===== src/rtl/cb_nway_if.sv =====
// cb_nway_if: upstream token, per-branch handshake and status signals of cb_nway.
interface cb_nway_if #(
  parameter int unsigned DW   = 16,
  parameter int unsigned NOUT = 4,
  parameter int unsigned SELW = 2
);
  logic            CB_Send_in;
  logic            CB_Ack_out;
  logic [DW-1:0]   CB_Data_in;
  logic [SELW-1:0] CB_Sel_in;
  logic            CB_Bcast_in;
  logic [NOUT-1:0] CB_Send_out;
  logic [NOUT-1:0] CB_Ack_in;
  logic [DW-1:0]   CB_Data_out;
  logic            CB_CP;
  logic            CB_Err;
  logic [7:0]      CB_Drop_cnt;

  // Environment side: produces tokens and downstream acks.
  modport master (
    output CB_Send_in, CB_Data_in, CB_Sel_in, CB_Bcast_in, CB_Ack_in,
    input  CB_Ack_out, CB_Send_out, CB_Data_out, CB_CP, CB_Err, CB_Drop_cnt
  );

  // Block side.
  modport slave (
    input  CB_Send_in, CB_Data_in, CB_Sel_in, CB_Bcast_in, CB_Ack_in,
    output CB_Ack_out, CB_Send_out, CB_Data_out, CB_CP, CB_Err, CB_Drop_cnt
  );
endinterface


===== src/rtl/cb_nway.sv =====
// cb_nway: 2-entry in-order token buffer that routes each token to one of
// NOUT branches or broadcasts it to all of them; out-of-range tokens are dropped.
module cb_nway #(
  parameter int unsigned DW   = 16,
  parameter int unsigned NOUT = 4,
  parameter int unsigned SELW = 2
) (
  input logic      CLK,
  input logic      MR,
  cb_nway_if.slave cb
);

  typedef struct packed {
    logic [DW-1:0]   data;
    logic [SELW-1:0] sel;
    logic            bcast;
  } tok_t;

  typedef enum logic [1:0] {
    EMPTY = 2'd0,
    ONE   = 2'd1,
    TWO   = 2'd2
  } occ_t;

  occ_t            r_occ;
  occ_t            w_occ_nxt;
  tok_t            r_head;
  tok_t            r_tail;
  logic [NOUT-1:0] r_done;
  logic            r_ack_out;
  logic            r_cp;
  logic            r_err;
  logic [7:0]      r_drop_cnt;

  tok_t            w_in_tok;
  logic            w_in_xfer;
  logic            w_oor;
  logic            w_push;
  logic            w_retire;
  logic [NOUT-1:0] w_send;
  logic [NOUT-1:0] w_fire;

  assign w_in_tok  = '{data: cb.CB_Data_in, sel: cb.CB_Sel_in, bcast: cb.CB_Bcast_in};
  assign w_in_xfer = cb.CB_Send_in & r_ack_out;
  assign w_oor     = ~cb.CB_Bcast_in && (32'(cb.CB_Sel_in) >= NOUT);
  assign w_push    = w_in_xfer & ~w_oor;

  // Head valid mask: pending branches for a broadcast, one-hot select for a route.
  always_comb begin
    w_send = '0;
    if (r_occ != EMPTY) begin
      if (r_head.bcast) begin
        w_send = ~r_done;
      end else begin
        for (int unsigned i = 0; i < NOUT; i++) begin
          w_send[i] = (32'(r_head.sel) == i);
        end
      end
    end
  end

  assign w_fire = w_send & cb.CB_Ack_in;

  // Head retires once every targeted branch has transferred.
  always_comb begin
    w_retire = 1'b0;
    if (r_occ != EMPTY) begin
      w_retire = r_head.bcast ? &(r_done | w_fire) : |w_fire;
    end
  end

  // Occupancy state register.
  always_ff @(posedge CLK) begin
    if (MR) begin
      r_occ <= EMPTY;
    end else begin
      r_occ <= w_occ_nxt;
    end
  end

  // Occupancy next state: push and retire in the same cycle leave it unchanged.
  always_comb begin
    w_occ_nxt = r_occ;
    case ({w_push, w_retire})
      2'b10:   w_occ_nxt = (r_occ == EMPTY) ? ONE : TWO;
      2'b01:   w_occ_nxt = (r_occ == TWO) ? ONE : EMPTY;
      default: w_occ_nxt = r_occ;
    endcase
  end

  // Token storage: head shifts from tail on retire, new token fills the first free slot.
  always_ff @(posedge CLK) begin
    if (!MR) begin
      if (w_push && (r_occ == EMPTY || w_retire)) begin
        r_head <= w_in_tok;
      end else if (w_retire) begin
        r_head <= r_tail;
      end
      if (w_push && r_occ == ONE && !w_retire) begin
        r_tail <= w_in_tok;
      end
    end
  end

  // Broadcast progress, upstream ready and status pulses/counter.
  always_ff @(posedge CLK) begin
    if (MR) begin
      r_done     <= '0;
      r_ack_out  <= 1'b0;
      r_cp       <= 1'b0;
      r_err      <= 1'b0;
      r_drop_cnt <= '0;
    end else begin
      r_ack_out <= (w_occ_nxt != TWO);
      r_cp      <= w_in_xfer;
      r_err     <= w_in_xfer & w_oor;
      if (w_in_xfer && w_oor && r_drop_cnt != 8'hFF) begin
        r_drop_cnt <= r_drop_cnt + 8'd1;
      end
      if (w_retire) begin
        r_done <= '0;
      end else if (r_occ != EMPTY && r_head.bcast) begin
        r_done <= r_done | w_fire;
      end
    end
  end

  assign cb.CB_Ack_out  = r_ack_out;
  assign cb.CB_Send_out = w_send;
  assign cb.CB_Data_out = r_head.data;
  assign cb.CB_CP       = r_cp;
  assign cb.CB_Err      = r_err;
  assign cb.CB_Drop_cnt = r_drop_cnt;

endmodule

===== src/flat_wrapper.sv =====
// flat-port wrapper written by rule: the top's interface ports become plain ports
module cb_nway_flat 
#(
  parameter int unsigned DW   = 16,
  parameter int unsigned NOUT = 4,
  parameter int unsigned SELW = 2
)
  (CLK, MR, cb_CB_Send_in, cb_CB_Data_in, cb_CB_Sel_in, cb_CB_Bcast_in, cb_CB_Ack_in, cb_CB_Ack_out, cb_CB_Send_out, cb_CB_Data_out, cb_CB_CP, cb_CB_Err, cb_CB_Drop_cnt);
  cb_nway_if #(.DW(DW), .NOUT(NOUT), .SELW(SELW)) cb_i ();
  input logic CLK;
  input logic MR;
  input wire logic [$bits(cb_i.CB_Send_in)-1:0] cb_CB_Send_in;
  input wire logic [$bits(cb_i.CB_Data_in)-1:0] cb_CB_Data_in;
  input wire logic [$bits(cb_i.CB_Sel_in)-1:0] cb_CB_Sel_in;
  input wire logic [$bits(cb_i.CB_Bcast_in)-1:0] cb_CB_Bcast_in;
  input wire logic [$bits(cb_i.CB_Ack_in)-1:0] cb_CB_Ack_in;
  output wire logic [$bits(cb_i.CB_Ack_out)-1:0] cb_CB_Ack_out;
  output wire logic [$bits(cb_i.CB_Send_out)-1:0] cb_CB_Send_out;
  output wire logic [$bits(cb_i.CB_Data_out)-1:0] cb_CB_Data_out;
  output wire logic [$bits(cb_i.CB_CP)-1:0] cb_CB_CP;
  output wire logic [$bits(cb_i.CB_Err)-1:0] cb_CB_Err;
  output wire logic [$bits(cb_i.CB_Drop_cnt)-1:0] cb_CB_Drop_cnt;
  assign cb_i.CB_Send_in = cb_CB_Send_in;
  assign cb_i.CB_Data_in = cb_CB_Data_in;
  assign cb_i.CB_Sel_in = cb_CB_Sel_in;
  assign cb_i.CB_Bcast_in = cb_CB_Bcast_in;
  assign cb_i.CB_Ack_in = cb_CB_Ack_in;
  assign cb_CB_Ack_out = cb_i.CB_Ack_out;
  assign cb_CB_Send_out = cb_i.CB_Send_out;
  assign cb_CB_Data_out = cb_i.CB_Data_out;
  assign cb_CB_CP = cb_i.CB_CP;
  assign cb_CB_Err = cb_i.CB_Err;
  assign cb_CB_Drop_cnt = cb_i.CB_Drop_cnt;
  cb_nway #(.DW(DW), .NOUT(NOUT), .SELW(SELW)) u_core (.CLK(CLK), .MR(MR), .cb(cb_i));
endmodule

===== config.mk =====
export PLATFORM = sky130hd
export DESIGN_NAME = cb_nway_flat
export DESIGN_NICKNAME = d
export VERILOG_FILES = /design/src/rtl/cb_nway_if.sv /design/src/rtl/cb_nway.sv /design/src/flat_wrapper.sv
export SDC_FILE = /design/constraint.sdc
export NUM_CORES = 1
export LEC_CHECK = 0
export CAP_MARGIN = 20
export CORE_ASPECT_RATIO = 0.5
export CORE_MARGIN = 5
export CORE_UTILIZATION = 44
export CTS_CLUSTER_SIZE = 25
export DETAILED_ROUTE_END_ITERATION = 12
export GPL_TIMING_DRIVEN = 0
export PLACE_DENSITY = 0.82
export SYNTH_ARGS = -nofsm -noshare
export SYNTH_HDL_FRONTEND = slang
export SYNTH_SLANG_ARGS = --single-unit
export TNS_END_PERCENT = 10

===== constraint.sdc =====
create_clock -name CLK -period 2.3 [get_ports CLK]
set_input_delay 0.23 -clock CLK [delete_from_list [all_inputs] [get_ports CLK]]
set_output_delay 0.23 -clock CLK [all_outputs]
set_load 0.02 [all_outputs]

# After elaboration in Yosys (flattened, before gate mapping)

Cells that the tools add are included.

Output and inout port bits: 31
Logic and storage cells: 47
Bits in registers: 46
Input port bits: 26

Bitwise logic cells: 5
Multiplexer cells: 9
Reduce and logical (&&, ||, !) cells: 15
Equality and inequality tests: 8

Operator list:

| kind                 | number |
|---|---|
| $mux W19             | 2 |
| $eq A2 B2 Y1 const B | 4 |
| $mux W4              | 2 |
| $eq A2 B1 Y1 const B | 3 |
| $and A4 B4 Y4        | 1 |
| $logic_and A1 B1 Y1  | 4 |
| $logic_not A2 Y1     | 2 |
| $not A4 Y4           | 1 |
| $or A4 B4 Y4         | 1 |
| $pmux W2 S2          | 1 |
| $reduce_and A2 Y1    | 2 |
| $reduce_and A4 Y1    | 1 |
| $reduce_bool A2 Y1   | 2 |
| $reduce_or A4 Y1     | 1 |
| $mux W1              | 3 |
| $mux W2              | 1 |
| $ne A2 B2 Y1 const B | 1 |
| $reduce_or A2 Y1     | 1 |
| $and A1 B1 Y1        | 1 |
| $logic_not A1 Y1     | 1 |
| $logic_or A1 B1 Y1   | 1 |
| $not A1 Y1           | 1 |

# Logic depth before layout (Yosys ltp)

Gate-level depths: netlist of run 1.

Word-level depth: 12
Depth in mapped cells: 11
Gate-level depth less buffers: 10

# Worst setup path after synthesis of run 1

Ideal clock, no wire load.

Path type: register to register
From: register u_core.r_head[0] (netlist bit)
To: register u_core.r_head (netlist bit u_core.cb.CB_Data_out[10]) (data pin)
Period minus slack after synthesis: 2.382 ns
Slack: -0.082 ns
Arrival time: 2.122 ns
Setup time: 0.260 ns
Cell stages (with the launch flop): 8
Data required time: 2.040 ns
Path through: edfxtp_1 -> clkbuf_1 -> o21bai_1 -> and4_1 -> a2111o_1 -> o221ai_4 -> buf_12 -> mux2_4

Longest elaborated chain between the ends: 10
Elaborated cells between the ends (all ways): 11
Those cells by class: mux (5); bitwise (2); reduce/logical (4)

RTL lines:

| what                     | RTL line      | RTL |
|---|---|---|
| start: declaration       | cb_nway.sv:27 | `tok_t r_head;` |
| start signal: assignment | cb_nway.sv:95 | `r_head <= w_in_tok;` |
| start signal: assignment | cb_nway.sv:97 | `r_head <= r_tail;` |
| $mux W4                  | cb_nway.sv:52 | `if (r_head.bcast) begin` |
| $mux W4                  | cb_nway.sv:51 | `if (r_occ != EMPTY) begin` |
| $and A4 B4 Y4            | cb_nway.sv:62 | `assign w_fire = w_send & cb.CB_Ack_in;` |
| $or A4 B4 Y4             | cb_nway.sv:68 | `w_retire = r_head.bcast ? &(r_done \| w_fire) : \|w_fire;` |
| $reduce_and A4 Y1        | cb_nway.sv:68 |  |
| $mux W1 *                | cb_nway.sv:68 |  |
| $mux W1 *                | cb_nway.sv:67 | `if (r_occ != EMPTY) begin` |
| $logic_or A1 B1 Y1 *     | cb_nway.sv:94 | `if (w_push && (r_occ == EMPTY \|\| w_retire)) begin` |
| $logic_and A1 B1 Y1 *    | cb_nway.sv:94 |  |
| $mux W19 *               | cb_nway.sv:94 |  |

Every way passes the cells marked *; elsewhere a longest branch is shown, timed or not.
A chain may end at the register's enable or synchronous reset.

# Worst setup path after layout of run 1

Ends and elaborated chain as after synthesis.

==> results.json, run 1 <==
{
  "post-route-period-util_pct": 108,
  "synthesis.instances": 156,
  "timing.hold.worst.class": "input pin to register",
  "vias": 1490,
  "worst_clock_skew_ns": 0.00724,
  "clkPwrFrac_pct": 28.8,
  "netlist_top_cells_area": "sky130_fd_sc_hd__edfxtp_1, sky130_fd_sc_hd__buf_4, sky130_fd_sc_hd__dfxtp_1",
  "drt_pre_antenna_iters": 4,
  "synth_edf_count": 38,
  "total_switching_power_mw": 0.392,
  "drt-initial-drc-count": 70,
  "mappedNetlistArea_um2": 2180,
  "post_detailed_route_drc_marker_count": 0,
  "grt_pass1_wl_mm": 7.87,
  "number_of_routed_nets_with_antenna_violations": 0,
  "worstMarginPinSlew_ns": 0.533,
  "floorplan.io_pins": 57,
  "portion_of_netlist_area_occupied_by_mux_cells_pct": 11.5,
  "row_count": 18,
  "number_of_global_route_vias_before_repair": 1560,
  "timing.critical_path.fanout_max": 5,
  "synth_area_per_cell_um2": 14.0,
  "grt_antenna_before_repair": 0,
  "cts.sinks": 46,
  "power_per_cell_area_nw_per_um2": 524,
  "ys_async_sr_fraction_pct": 0,
  "post-route-worst-setup-slack_ns": -0.192,
  "grt-ovfl-total": 0,
  "fin_util_pct": 65.5,
  "place_inst": 280,
  "cts.path.max_buffers": 2,
  "clockRootBuffer": "sky130_fd_sc_hd__clkbuf_8",
  "fp.dieH_um": 59.8,
  "dominant_combinational_cell_family_by_area_after_synthesis": "multiplexers",
  "wl_mm": 5.16,
  "slew_headroom_pct": 64.4,
  "outcome": "complete, but fails checks",
  "htreeDepth": 2,
  "cts.reportedPaths.clkPinSlew_ns": 0.09,
  "mostFrequentLayoutCell": "sky130_fd_sc_hd__clkdlybuf4s50_1",
  "routedWlPerCell_um": 17.0,
  "violations": "negative setup slack",
  "antenna_cell_count": 0,
  "rsz_0062_raised_after_global_routing": "yes",
  "yosys_warnings": 0,
  "worst_ep_arrival_time_ns": 2.54,
  "nFillCells": 347,
  "maxCapViolations": 0,
  "layout-area-overhead-vs-synth_pct": 45.9,
  "power.share.switching_pct": 23.5,
  "synth.yosys.seq_area_share_pct": 59.6,
  "final_cell_mix": "sky130_fd_sc_hd__clkdlybuf4s50_1, sky130_fd_sc_hd__edfxtp_1, sky130_fd_sc_hd__buf_4",
  "worstSetupPathType": "register to register",
  "final-hold-violation-count": 0,
  "finalSetupViolations": 28,
  "timing.critical_path.from_type": "register",
  "synthXorXnorAreaFrac_pct": 0,
  "share_comb_of_total_power_pct": 15.9,
  "proportion_of_netlist_area_held_by_the_largest_area_contributor_pct": 52.3,
  "initial_utilization_pct": 44.9,
  "pin_count_of_the_biggest_net_entering_global_routing": 20,
  "synth_compound_gate_area_share_pct": 9.17,
  "final.min_clock_period_ns": 2.49,
  "post_drt_via_cell_ratio": 4.90,
  "portbufs": 46,
  "tritoncts.num_buffers": 5,
  "pwr-share-seq_pct": 55.3,
  "p_leak_nw": 1.25,
  "clock.fmax_mhz": 401,
  "synth_area_leader_cell": "sky130_fd_sc_hd__edfxtp_1",
  "synth_simple_gate_area_share_pct": 7.11,
  "fp.coreArea_um2": 4860,
  "intPower_mw": 1.28,
  "fin_nets": 261,
  "detailedPlacementHpwl_mm": 3.10,
  "gpl.final_weighted_congestion": 0.809,
  "required_time_at_the_worst_slack_endpoint_ns": 2.35,
  "postSynthRegisterBits": 46,
  "horiz_die_dim_um": 110,
  "layout-drive-gt1-share_pct": 38.9,
  "post_cts_hold_buffer_count": 0,
  "clock_latency_late_sink_ns": 0.30,
  "power.ir.vdd_worst_mv": 0.249,
  "postSynth.topFlopCell": "sky130_fd_sc_hd__edfxtp_1",
  "worst_case_hold_slack_ns": 0.338,
  "track_usage_pct": 16.1,
  "design.die.area_um2": 6550,
  "stdcell_count": 304,
  "setup.worst_path.end_class": "register",
  "cts_tree": "built",
  "synth.lib_cells_used.distinct": 37,
  "synth-adder-area-share_pct": 1.15,
  "number_of_slew_limit_violations_in_the_final_report": 0
}
-- power groups by stage --
stage                     clock network [mW]  registers, mW  logic (mW)
after CTS                              0.486          0.922       0.254
after detailed placement                   0          0.942       0.207
after global placement                     0          0.941       0.202
final                                  0.481          0.922       0.265
after floorplan                            0          0.942       0.121
after global routing                   0.522          0.924       0.280
-- kinds of logic (layout without fill, tap and decap cells) --
| logic type | count (synthesis) | count (layout) |
|---|---|---|
| compound gates | 24 | 24 |
| fa+ha+maj | 2 | 2 |
| other cells | 1 | 9 |
| mux | 19 | 19 |
| flops | 46 | 46 |
| buf+inv | 35 | 105 |
| simple gates | 29 | 29 |
-- area by class of cell --
class,count,area (um2),share of cell area (%)
flip-flops and latches,46,1310,41.1
clock inverters,2,8.76,0.275
clock buffers,6,72.6,2.28
multi-input cells,83,803,25.2
repair buffers,62,644,20.2
well taps,70,87.6,2.75
inverters,6,22.5,0.707
plain buffers,29,236,7.43
-- per-stage QoR --
| step | TNS, ns | cell area [um2] | worst slack (ns) | total power, mW |
|---|---|---|---|---|
| 2_1_floorplan | -1.40 | 2220 | -0.0716 | 1.06 |
| 3_3_place_gp | -17.81 | 2770 | -0.376 | 1.14 |
| 3_5_place_dp | -20.17 | 2770 | -0.433 | 1.15 |
| 4_1_cts | -2.24 | 3140 | -0.131 | 1.66 |
| 5_1_grt | -6.18 | 3180 | -0.232 | 1.73 |
| 6_report | -3.50 | 3180 | -0.192 | 1.67 |
-- registers in the layout, summed over array words and instances, names as in the netlist --
| name | flops |
|---|---|
| u_core.r_tail | 19 |
| u_core.cb.CB_Data_out | 16 |
| u_core.r_done | 4 |
| u_core.r_head | 3 |
| u_core.r_occ | 2 |
| u_core.cb.CB_Ack_out | 1 |
| u_core.cb.CB_CP | 1 |
-- cells in the mapped netlist (2+ instances only) --
cell                       count
sky130_fd_sc_hd__nor2b_1       3
sky130_fd_sc_hd__nor2_1       10
sky130_fd_sc_hd__buf_4        26
sky130_fd_sc_hd__mux2_4       10
sky130_fd_sc_hd__a211oi_1      2
sky130_fd_sc_hd__mux2_2        9
sky130_fd_sc_hd__a21oi_1       5
sky130_fd_sc_hd__nor3_1        4
sky130_fd_sc_hd__clkbuf_1      2
sky130_fd_sc_hd__and4_1        2
sky130_fd_sc_hd__a31oi_1       5
sky130_fd_sc_hd__inv_1         6
sky130_fd_sc_hd__nand3_1       2
sky130_fd_sc_hd__edfxtp_1     38
sky130_fd_sc_hd__nand2_1       2
sky130_fd_sc_hd__ha_1          2
sky130_fd_sc_hd__dfxtp_1       8
-- repair_timing --
item                                    CTS  global route
resized for setup                        32            10
pin swaps                                 5             4
cloned                                    1             0
endpoints found under the setup margin   60            60
setup buffers                            14             1
-- worst paths after layout --
kind                                                   to         startpoint  cells after the start  slack, ns
worst max-delay path            u_core.cb.CB_Data_out[10]   u_core.r_head[0]                      8      -0.19
worst max register to register  u_core.cb.CB_Data_out[10]   u_core.r_head[0]                      8      -0.19
worst min-delay path                      u_core.r_occ[0]                 MR                      2       0.34
worst min register to register  u_core.cb.CB_Data_out[11]  u_core.r_tail[14]                      1       0.56
-- metal layers --
metal | up-vias | wire (um) | global-route usage (%) | part of all wire (%)
li1 | 703 | - | - | -
met1 | 728 | 2070 | 18.4 | 40
met2 | 50 | 2750 | 29.9 | 53
met3 | 9 | 262 | 3.78 | 5.1
met4 | 0 | 75 | 5.68 | 1.5
met5 | - | 0 | 0 | 0
-- critical path, stage by stage, from the launching register on --
cell and delay [ns]:
sky130_fd_sc_hd__edfxtp_1 0.42, sky130_fd_sc_hd__clkbuf_8 0.18, sky130_fd_sc_hd__o21bai_4 0.16, sky130_fd_sc_hd__and4_1 0.15
sky130_fd_sc_hd__a2111o_1 0.47, sky130_fd_sc_hd__o221ai_4 0.27, sky130_fd_sc_hd__buf_12 0.17, sky130_fd_sc_hd__buf_12 0.12
sky130_fd_sc_hd__mux2_4 0.30
(Power assumes the default switching activity.)
==> run 2, diff against run 1 <==
Settings changed: CORE_UTILIZATION 44 to 45, CTS_BUF_LIST from default to sky130_fd_sc_hd__clkbuf_8, PLACE_DENSITY 0.82 to 0.84, SLEW_MARGIN from default to 20.
==> run 2 against run 1 <==
The flow still finishes with violations (negative setup slack). Worst setup slack better by 0.036 ns. Cell count down 0.99%. Core utilization up 4.4 points. Power up 0.61%. Non-clock buffer count up 1. Final area down 0.55%. First-iteration DRC count up 7.1%. Critical path depth down 1. Sequential power about the same.
==> results.json, run 2 (same netlist as run 1, synthesis figures left out) <==
{
  "outcome": "complete, but fails checks",
  "violations": "negative setup slack",
  "mostFrequentLayoutCell": "sky130_fd_sc_hd__clkdlybuf4s50_1",
  "htreeDepth": 2,
  "timing.rr.start": "u_core.r_occ[1]",
  "grt_antenna_before_repair": 0,
  "stdcell_count": 301,
  "timing.hold.worst.class": "input pin to register",
  "routedWlPerCell_um": 17.5,
  "number_of_global_route_vias_before_repair": 1600,
  "power_per_cell_area_nw_per_um2": 530,
  "worstSetupPathType": "register to register",
  "r2r_cells": 7,
  "largest_register_ffs": 19,
  "crit_path_end": "u_core.r_head[2]",
  "slowest_stage": "sky130_fd_sc_hd__a2111o_1",
  "fp.dieH_um": 59.2,
  "cts.path.max_buffers": 2,
  "fin_nets": 262,
  "power.ir.vdd_worst_mv": 0.224,
  "worst-path-stages": 7,
  "slew_headroom_pct": 65.5,
  "number_of_routed_nets_with_antenna_violations": 0,
  "track_usage_pct": 16.2,
  "detailedPlacementHpwl_mm": 3.20,
  "final.min_clock_period_ns": 2.46,
  "p_leak_nw": 1.29,
  "r2r_setup_slack_ns": -0.16,
  "regToRegEndpoint": "u_core.r_head[2]",
  "worstMarginPinSlew_ns": 0.515,
  "min_delay_path_depth": 2,
  "gpl.final_weighted_congestion": 0.901,
  "final-hold-violation-count": 0,
  "worst_case_hold_slack_ns": 0.266,
  "grt_pass1_wl_mm": 7.91,
  "fp.coreArea_um2": 4530,
  "finalSetupViolations": 59,
  "rsz_0062_raised_after_global_routing": "yes",
  "cts.reportedPaths.clkPinSlew_ns": 0.08,
  "timing.critical_path.fanout_max": 8,
  "number_of_slew_limit_violations_in_the_final_report": 0,
  "horiz_die_dim_um": 108,
  "nFillCells": 297,
  "post-route-period-util_pct": 107,
  "multiInputGateArea_um2": 791,
  "setup.worst_path.end_class": "register",
  "cts.sinks": 46,
  "grt-ovfl-total": 0,
  "critical_path.max_stage_delay_ns": 0.51,
  "cp_top_family": "compound AO/OA/AOI/OAI gates",
  "layout-drive-gt1-share_pct": 38.7,
  "place_inst": 276,
  "clock.fmax_mhz": 407,
  "ff_latch_area_um2": 1300,
  "finalPower_mw": 1.68,
  "cts_tree": "built",
  "clock_latency_late_sink_ns": 0.29,
  "tritoncts.num_buffers": 5,
  "design.die.area_um2": 6430,
  "maxCapViolations": 0,
  "vias": 1525,
  "startpoint": "u_core.r_occ[1]",
  "worst_clock_skew_ns": 0.00656,
  "regMostFlops": "u_core.r_tail",
  "timing.critical_path.from_type": "register",
  "crit_path_cell_trace": "or2_4 -> a31o_1 -> a2111o_1 -> o221ai_4 -> buf_12 -> buf_6 -> mux2_4",
  "post-route-worst-setup-slack_ns": -0.156,
  "floorplan.io_pins": 57,
  "pin_count_of_the_biggest_net_entering_global_routing": 20,
  "final_cell_mix": "sky130_fd_sc_hd__clkdlybuf4s50_1, sky130_fd_sc_hd__edfxtp_1, sky130_fd_sc_hd__buf_4",
  "wl_mm": 5.27,
  "clockRootBuffer": "sky130_fd_sc_hd__clkbuf_8",
  "post_cts_hold_buffer_count": 0,
  "worst-path-buf-inv": 2,
  "drt_pre_antenna_iters": 4,
  "worst_ep_arrival_time_ns": 2.50,
  "required_time_at_the_worst_slack_endpoint_ns": 2.34,
  "row_count": 17,
  "post_detailed_route_drc_marker_count": 0,
  "drt-initial-drc-count": 75,
  "layout-area-overhead-vs-synth_pct": 45.1,
  "antenna_cell_count": 0,
  "portbufs": 46,
  "post_drt_via_cell_ratio": 5.07,
  "initial_utilization_pct": 48.2
}
## run 2: what timing repair did
item,in CTS,in global routing
setup buffers,13,3
resized for setup,27,11
gates cloned,1,0
pin swaps,5,5
endpoints found under the setup margin,60,63
## run 2: power breakdown
part           internal (mW)  total (mW)  switching, mW
combinational          0.147       0.258          0.112
clock                  0.238       0.496          0.258
sequential             0.916       0.924        0.00756
total                   1.30        1.68          0.377
## run 2: metrics by stage
step | area, um2 | setup TNS [ns] | setup WS (ns) | utilization (%)
floorplan | 2220 | -1.40 | -0.0716 | -
global placement | 2770 | -18.39 | -0.394 | 61.0
detailed placement | 2770 | -20.77 | -0.428 | 61.0
CTS | 3100 | -1.59 | -0.0960 | 68.4
global route | 3170 | -9.96 | -0.210 | 69.9
finish | 3170 | -5.36 | -0.156 | 69.9
## run 2: metal layers
metal	GRT usage (%)	wire, um	up-vias
met5	0	0	-
met4	6.47	76	0
met3	3.48	324	9
met2	32.7	2910	69
met1	16.5	1960	742
li1	-	-	705
## run 2: area by class of cell
cell class	instances	area share (%)
sequential	46	41.2
multi-input combinational	83	25.0
timing repair buffer	63	20.3
buffer	29	7.35
clock buffer	6	2.61
tap	66	2.61
inverter	6	0.711
clock inverter	2	0.277
## run 2: worst min-delay path by stage
stage	from	to
2_1_floorplan	cb_CB_Bcast_in	u_core.r_tail[0]
3_3_place_gp	u_core.r_done[3]	u_core.r_done[3]
3_5_place_dp	u_core.r_done[3]	u_core.r_done[3]
4_1_cts	MR	u_core.r_occ[0]
5_1_grt	MR	u_core.r_occ[0]
6_report	MR	u_core.r_occ[0]
